## config.mk

```make
export PLATFORM = sky130hd
export DESIGN_NAME = subtractor_serial
export DESIGN_NICKNAME = d
export VERILOG_FILES = /design/src/rtl/subtractor_serial.sv
export SDC_FILE = /design/constraint.sdc
export NUM_CORES = 1
export LEC_CHECK = 0
export BUFFER_PORTS_ARGS = -buffer_cell sky130_fd_sc_hd__buf_4
export CORE_MARGIN = 1.5
export CORE_UTILIZATION = 45
export CTS_CLUSTER_DIAMETER = 30
export DETAILED_ROUTE_END_ITERATION = 8
export PLACE_DENSITY = 0.74
export SYNTH_ARGS = -nofsm -noshare
export SYNTH_HDL_FRONTEND = slang
export SYNTH_SLANG_ARGS = --single-unit
```

## constraint.sdc

```tcl
create_clock -name clk -period 5.9 [get_ports clk]
set_input_delay 1.18 -clock clk [delete_from_list [all_inputs] [get_ports clk]]
set_output_delay 1.18 -clock clk [all_outputs]
set_load 0.02 [all_outputs]
```

## src/rtl/subtractor_serial.sv

```systemverilog
// -----------------------------------------------------------------------------
// subtractor_serial
//
// Bit-serial ripple-borrow subtractor. It computes diff = a - b - bin, one bit
// per clock and LSB first, through a single shared full-subtractor cell. A
// start/busy/done handshake lets a sequencer issue operations back to back.
//
// Ports
//   clk       in   system clock, rising edge
//   rst_n     in   asynchronous active-low reset
//   start     in   request; accepted only in IDLE or DONE
//   a         in   [WIDTH-1:0] minuend, captured on an accepted start
//   b         in   [WIDTH-1:0] subtrahend, captured on an accepted start
//   bin       in   borrow-in, captured on an accepted start
//   busy      out  high while the operation is running
//   done      out  one-cycle pulse: diff/bout/overflow hold a new result
//   diff      out  [WIDTH-1:0] a - b - bin modulo 2^WIDTH
//   bout      out  borrow-out, 1 iff a < b + bin (unsigned)
//   overflow  out  two's-complement overflow of a - b - bin
//
// Timing: a start accepted at edge k gives done high in the cycle after edge
// k+WIDTH. The result outputs change only at that final edge, so a partial
// result is never visible.
// -----------------------------------------------------------------------------
module subtractor_serial #(
  parameter int WIDTH = 4
) (
  input  logic             clk,
  input  logic             rst_n,
  input  logic             start,
  input  logic [WIDTH-1:0] a,
  input  logic [WIDTH-1:0] b,
  input  logic             bin,
  output logic             busy,
  output logic             done,
  output logic [WIDTH-1:0] diff,
  output logic             bout,
  output logic             overflow
);

  // Just wide enough to count 0..WIDTH-1 without wrapping early.
  localparam int CW = $clog2(WIDTH);

  typedef enum logic [1:0] {
    IDLE = 2'd0,
    RUN  = 2'd1,
    DONE = 2'd2
  } state_t;

  state_t           state;
  state_t           state_nxt;

  logic [WIDTH-1:0] a_r;
  logic [WIDTH-1:0] b_r;
  logic             br;
  logic [CW-1:0]    cnt;
  // Holds the WIDTH-1 bits already produced. The last bit goes straight into
  // diff, which is why this register is one bit shorter than the result.
  logic [WIDTH-2:0] sh;

  logic             accept;
  logic             last;
  logic             a_bit;
  logic             b_bit;
  logic             d_bit;
  logic             br_nxt;
  logic [WIDTH-1:0] res_nxt;

  // ---------------------------------------------------------------------------
  // Full-subtractor cell working on the bit that cnt selects
  // ---------------------------------------------------------------------------
  assign a_bit   = a_r[cnt];
  assign b_bit   = b_r[cnt];
  assign d_bit   = a_bit ^ b_bit ^ br;
  assign br_nxt  = (~a_bit & b_bit) | (~(a_bit ^ b_bit) & br);
  // New bit enters at the MSB, so after WIDTH steps bit 0 sits at the LSB.
  assign res_nxt = {d_bit, sh};
  assign last    = (state == RUN) && (cnt == CW'(WIDTH - 1));

  // ---------------------------------------------------------------------------
  // FSM: state register
  // ---------------------------------------------------------------------------
  // NOTE: sequential state uses non-blocking assignments only, so every
  // register samples its inputs as they were before the edge.
  always_ff @(posedge clk or negedge rst_n) begin
    if (!rst_n) state <= IDLE;
    else        state <= state_nxt;
  end

  // ---------------------------------------------------------------------------
  // FSM: next state and handshake outputs
  // ---------------------------------------------------------------------------
  // NOTE: every output of this block gets a default first; a path that left
  // one unassigned would infer a latch.
  always_comb begin
    state_nxt = state;
    busy      = 1'b0;
    done      = 1'b0;
    accept    = 1'b0;
    unique case (state)
      IDLE: begin
        if (start) begin
          accept    = 1'b1;
          state_nxt = RUN;
        end
      end
      RUN: begin
        // start is ignored here; the in-flight operation is not disturbed.
        busy = 1'b1;
        if (last) state_nxt = DONE;
      end
      DONE: begin
        done = 1'b1;
        if (start) begin
          // Back-to-back accept, no idle bubble.
          accept    = 1'b1;
          state_nxt = RUN;
        end else begin
          state_nxt = IDLE;
        end
      end
      default: state_nxt = IDLE;
    endcase
  end

  // ---------------------------------------------------------------------------
  // Datapath: operand capture, serial step, result load
  // ---------------------------------------------------------------------------
  // NOTE: these are plain registers, not a memory array, so all of them are
  // cleared by reset; an abort leaves no stale operands or result behind.
  always_ff @(posedge clk or negedge rst_n) begin
    if (!rst_n) begin
      a_r      <= '0;
      b_r      <= '0;
      br       <= 1'b0;
      cnt      <= '0;
      sh       <= '0;
      diff     <= '0;
      bout     <= 1'b0;
      overflow <= 1'b0;
    end else if (accept) begin
      a_r <= a;
      b_r <= b;
      br  <= bin;
      cnt <= '0;
      sh  <= '0;
    end else if (state == RUN) begin
      sh  <= res_nxt[WIDTH-1:1];
      br  <= br_nxt;
      cnt <= cnt + CW'(1);
      if (last) begin
        diff     <= res_nxt;
        bout     <= br_nxt;
        // Operands of differing sign whose result takes the sign of b.
        overflow <= (a_r[WIDTH-1] ^ b_r[WIDTH-1]) & (d_bit ^ a_r[WIDTH-1]);
      end
    end
  end

endmodule

```

=== Yosys cells after proc, flatten, opt, wreduce, memory -nomap -nowiden ===
Index checks and enable logic that the tools add are counted.

* Bits in registers: 22
* Input bits: 12
* Output and inout port bits: 8

* Add/sub/neg operators: 1
* Eq/ne operators: 5
* Order comparisons: 1
* Reduce and logical (&&, ||, !) cells: 6
* Muxes and demuxes: 18
* Bitwise operators: 11

{| class="wikitable"
|+ Operators by type and width
! kind !! count
|-
| two-way mux 1 bit || 9
|-
| two-way mux 2 bit || 4
|-
| two-way mux 3 bit || 2
|-
| one-hot mux 2 bit (3 select lines) || 1
|-
| binary-select mux 1 bit (select 2 bit) || 2
|-
| == test 2 bit, second input constant || 2
|-
| inequality test 2 bit, second input constant || 2
|-
| bitwise XOR 1 bit || 4
|-
| bitwise AND 1 bit || 3
|-
| < comparator 2 x 3 -> 1 bit, second input constant || 1
|-
| inverter 1 bit || 3
|-
| AND reduction 3 bit || 1
|-
| adder 2 x 1 -> 2 bit, second input constant || 1
|-
| == test 2 x 1 -> 1 bit, second input constant || 1
|-
| logical NOT 2 bit || 1
|-
| AND reduction 2 bit || 1
|-
| nonzero test 2 bit || 1
|-
| OR reduction 2 bit || 1
|-
| logical AND 1 bit || 1
|-
| OR 1 bit || 1
|}

=== Logic depth before layout (Yosys ltp) ===
* Depth in word-level cells: 8
* Depth in mapped cells: 6

=== Least setup slack after synthesis ===
No wires, ideal clock.

* Kind: input to register
* Start point: input start
* End point: register a_r[0]
* Library setup time: 0.125 ns
* Stages: 3
* Path slack: 3.977 ns
* Data arrival time: 1.798 ns
* Path buffers: 1
* Data required time: 5.775 ns
* Path through: nor2b_4 buf_6 mux2_2

* Cells in the longest elaborated chain, start to end: 2

{| class="wikitable"
|+ RTL lines
! item !! RTL line !! source
|-
| from (decl) || 30 || <nowiki>input logic start,</nowiki>
|-
| two-way mux 1 bit || 102, 114 ||
|-
| two-way mux 1 bit || - ||
|-
| to (signal assigned) || 133 || <nowiki>a_r <= '0;</nowiki>
|-
| to (signal assigned) || 142 || <nowiki>a_r <= a;</nowiki>
|-
| to (decl) || 53 || <nowiki>logic [WIDTH-1:0] a_r;</nowiki>
|}

No other way between the ends.
A chain may end at the register's enable or synchronous reset.

=== Worst setup path in the final report ===
* Start point: register state[0]
* End point: output busy

* Cells in the longest elaborated chain, start to end: 2

{| class="wikitable"
|+ RTL lines
! item !! RTL line !! source
|-
| from (decl) || 50 || <nowiki>state_t state;</nowiki>
|-
| from (signal assigned) || 87 || <nowiki>else state <= state_nxt;</nowiki>
|-
| == test 2 x 1 -> 1 bit || 100 || <nowiki>unique case (state)</nowiki>
|-
| two-way mux 1 bit || 100 ||
|-
| to (decl) || 34 || <nowiki>output logic busy,</nowiki>
|}

No other way between the ends.

==> flow_summary_export.csv <==
group,metric,value,unit
status,outcome,"completed",
logic_synthesis,yosys.cell_count.top_type,"dfrtp_1",
timing,timing.clock.skew,0.00614,ns
logic_synthesis,synth_ff_type,"dfrtp_1",
hold_path,worstHoldStart,"sh[0]",
timing,finalSetupViolCount,0,
hold_path,min_delay_path_depth,1,
critical_path,r2r_cells,5,
floorplan,ios,20,
critical_path,timing.critical_path.from,"state[0]",
critical_path,worst_stage_delay_on_the_critical_path,0.46,ns
flow_run,timing.max_cap.violations,0,
timing,number_of_max_slew_violations_in_the_final_report,0,
hold_path,whs_endpoint,"sh[0]",
clock_tree,cts_tree,"yes",
drt,first_pass_iters,3,
critical_path,cp_cell_sequence,"nand2b_2, clkinv_2, buf_4",
floorplan,rows,16,
timing,slew_at_the_pin_closest_to_its_max_slew_limit,0.331,ns
critical_path,reg2reg_to,"overflow",
layout,instances_no_fill,112,
clock_tree,cts_made_buffers,3,
clock_tree,h-tree-depth,1,
power,power.leakage,0.549,nW
clock_tree,holdBufCountCts,0,
timing,final_tns_setup,0,ns
global_route,global_route_wire_length_before_repair,2810,um
timing,grt_setup_unrepaired,"false",
logic_synthesis,synthDominantAreaCellType,"dfrtp_1",
timing,min_period,2.38,ns
placed_design,replace_congestion,0.704,
logic_synthesis,post_synth_main_area_contributors,"dfrtp_1, mux2_2, mux4_2",
timing,finalHoldViolCount,0,
power,power.density,596,nW/um^2
power,ir_worst_vdd,0.269,mV
global_route,grt_start_max_net_pins,23,
timing,relSlewSlack,0.779,
logic_synthesis,synth_common_cells,"dfrtp_1, mux2_2, a22o_1",
global_route,grt_util_all_layers,0.152,
logic_synthesis,netlist_instances,63,
logic_synthesis,syn_area_per_cell,15.0,um^2
logic_synthesis,synth-edff-count,0,
drt,detailedRoute.firstIterationViolations,10,
global_route,grt_antenna_before_repair,0,
clock_tree,cts_root_buffer,"clkbuf_4",
critical_path,critical_path_s_top_delay_family,"flip-flops",
floorplan,core_area,1960,um^2
floorplan,initial_core_util,0.482,
drt,routed_wire_length_per_instance,13.7,um
layout,syn2layout_area_growth,21.3,%
critical_path,rr_startpoint,"cnt[0]",
clock_tree,post_cts_setup_driven_buffer_insertion_count,0,
logic_synthesis,synth.yosys.warnings,0,
critical_path,critical_path_arrival,1.20,ns
critical_path,critPathLaunchType,"flip-flop",
critical_path,cp_slowest_cell,"dfrtp_1",
global_route,grt_pass1_vias,627,
clock_tree,clk-insertion-delay-late,0.30,ns
layout,drive_gt1_frac,0.506,
placed_design,detailedPlacementHpwl,1160,um
clock_tree,total_clock_sinks,22,
clock_tree,cts-root-to-sink-buffers,2,
logic_synthesis,asyncSetResetFlopFracSynth,1.00,
hold_path,timing.hold.worst.class,"flip-flop to flip-flop",
drt,routed_via_density,4.98,
clock_tree,clk_pin_slew,0.12,ns
drt,via_count,558,
critical_path,timing.setup.critical_path_class,"flip-flop to output port",
drt,drc,0,
layout,antennaDiodeCount,0,
floorplan,die_w,48.8,um
critical_path,ff2ff_setup_slack,3.85,ns
critical_path,endpoint_kind,"output port",
logic_synthesis,mappedNetlistArea,946,um^2
logic_synthesis,seq_area_frac_synth,0.582,
global_route,overflow,0,
floorplan,die_y_extent,48.8,um
clock_tree,cts-resized-gates,0,
logic_synthesis,ys_ff_latch,22,
logic_synthesis,yosys.cell_types.count,21,
critical_path,crit_buf_inv,2,
critical_path,timing.critical_path.required,4.72,ns
floorplan,dieArea,2390,um^2
drt,final_antenna_net_count,0,
critical_path,worst_path_maximum_fanout,7,
layout,layout.nets,100,
timing,fin_crit_sh,0.403,
placed_design,io_buffers,19,
timing,maxClockFrequency,421,MHz
placed_design,placed_cells_incl_taps,108,
drt,postRouteWirelength,1540,um
logic_synthesis,synth_top_area_share,0.582,
logic_synthesis,syn-num-nets,77,
-- cell families after synthesis --
family | count (synthesis) | synth area share
flip-flops | 22 | 0.582
AO/OA/AOI/OAI | 9 | 0.0714
adder cells (fa/ha/maj) | 2 | 0.0344
AND/OR/NAND/NOR | 10 | 0.0807
multiplexers | 15 | 0.202
buffers and inverters | 5 | 0.0291
-- report_power, final --
group / internal (W) / switching (W) / total [W]
Combinational: 0.000175 / 0.000151 / 0.000326
Sequential: 0.000225 / 0.0000539 / 0.000279
Clock: 0.0000376 / 0.0000420 / 0.0000796
Total: 0.000437 / 0.000247 / 0.000684
-- how the worst max path moves through the flow --
stage	end	slack [ns]	cells past startpoint
2_1_floorplan	a_r[0]	3.98	3
3_3_place_gp	br	3.80	4
3_5_place_dp	br	3.79	4
4_1_cts	busy	3.51	3
5_1_grt	busy	3.44	3
6_report	busy	3.52	3
-- layout by cell type, fill, tap and decap left out, types with 2 or more instances in the layout --
cell / n
o21ai_0: 2
mux2_2: 13
nand2_1: 2
dfrtp_1: 22
mux4_2: 2
clkbuf_4: 3
buf_4: 19
a22o_1: 4
nor2_1: 2
inv_1: 3
-- routing by layer --
metal	GRT usage	vias to the layer above	wire (um)
met2	0.237	13	774
met5	0	-	0
met1	0.216	272	695
li1	-	269	-
met4	0.0571	0	21
met3	0.0215	4	45
-- final cells by class --
cell class	count	area (um^2)
multi-input combinational	36	368
inverter	4	16.3
clock buffer	4	36.3
tap	27	33.8
fill	172	815
sequential	22	551
timing repair buffer	19	143
-- stage by stage --
stage | setup slack [ns] | power, W | cell area [um^2] | util | hold slack [ns]
2_1_floorplan | 3.98 | 0.000513 | 946 | - | 0.462
3_3_place_gp | 3.80 | 0.000598 | 1110 | 0.566 | 0.464
3_5_place_dp | 3.79 | 0.000609 | 1110 | 0.566 | 0.495
4_1_cts | 3.51 | 0.000694 | 1150 | 0.585 | 0.522
5_1_grt | 3.44 | 0.000744 | 1150 | 0.585 | 0.540
6_report | 3.52 | 0.000684 | 1150 | 0.585 | 0.517
-- flip-flops by register name (all words and copies together), names as in the netlist --
name      flops
state         2
a_r           4
bout          1
cnt           2
b_r           4
sh            3
overflow      1
diff          4
br            1
No activity file was read; power rests on OpenSTA's default activity.
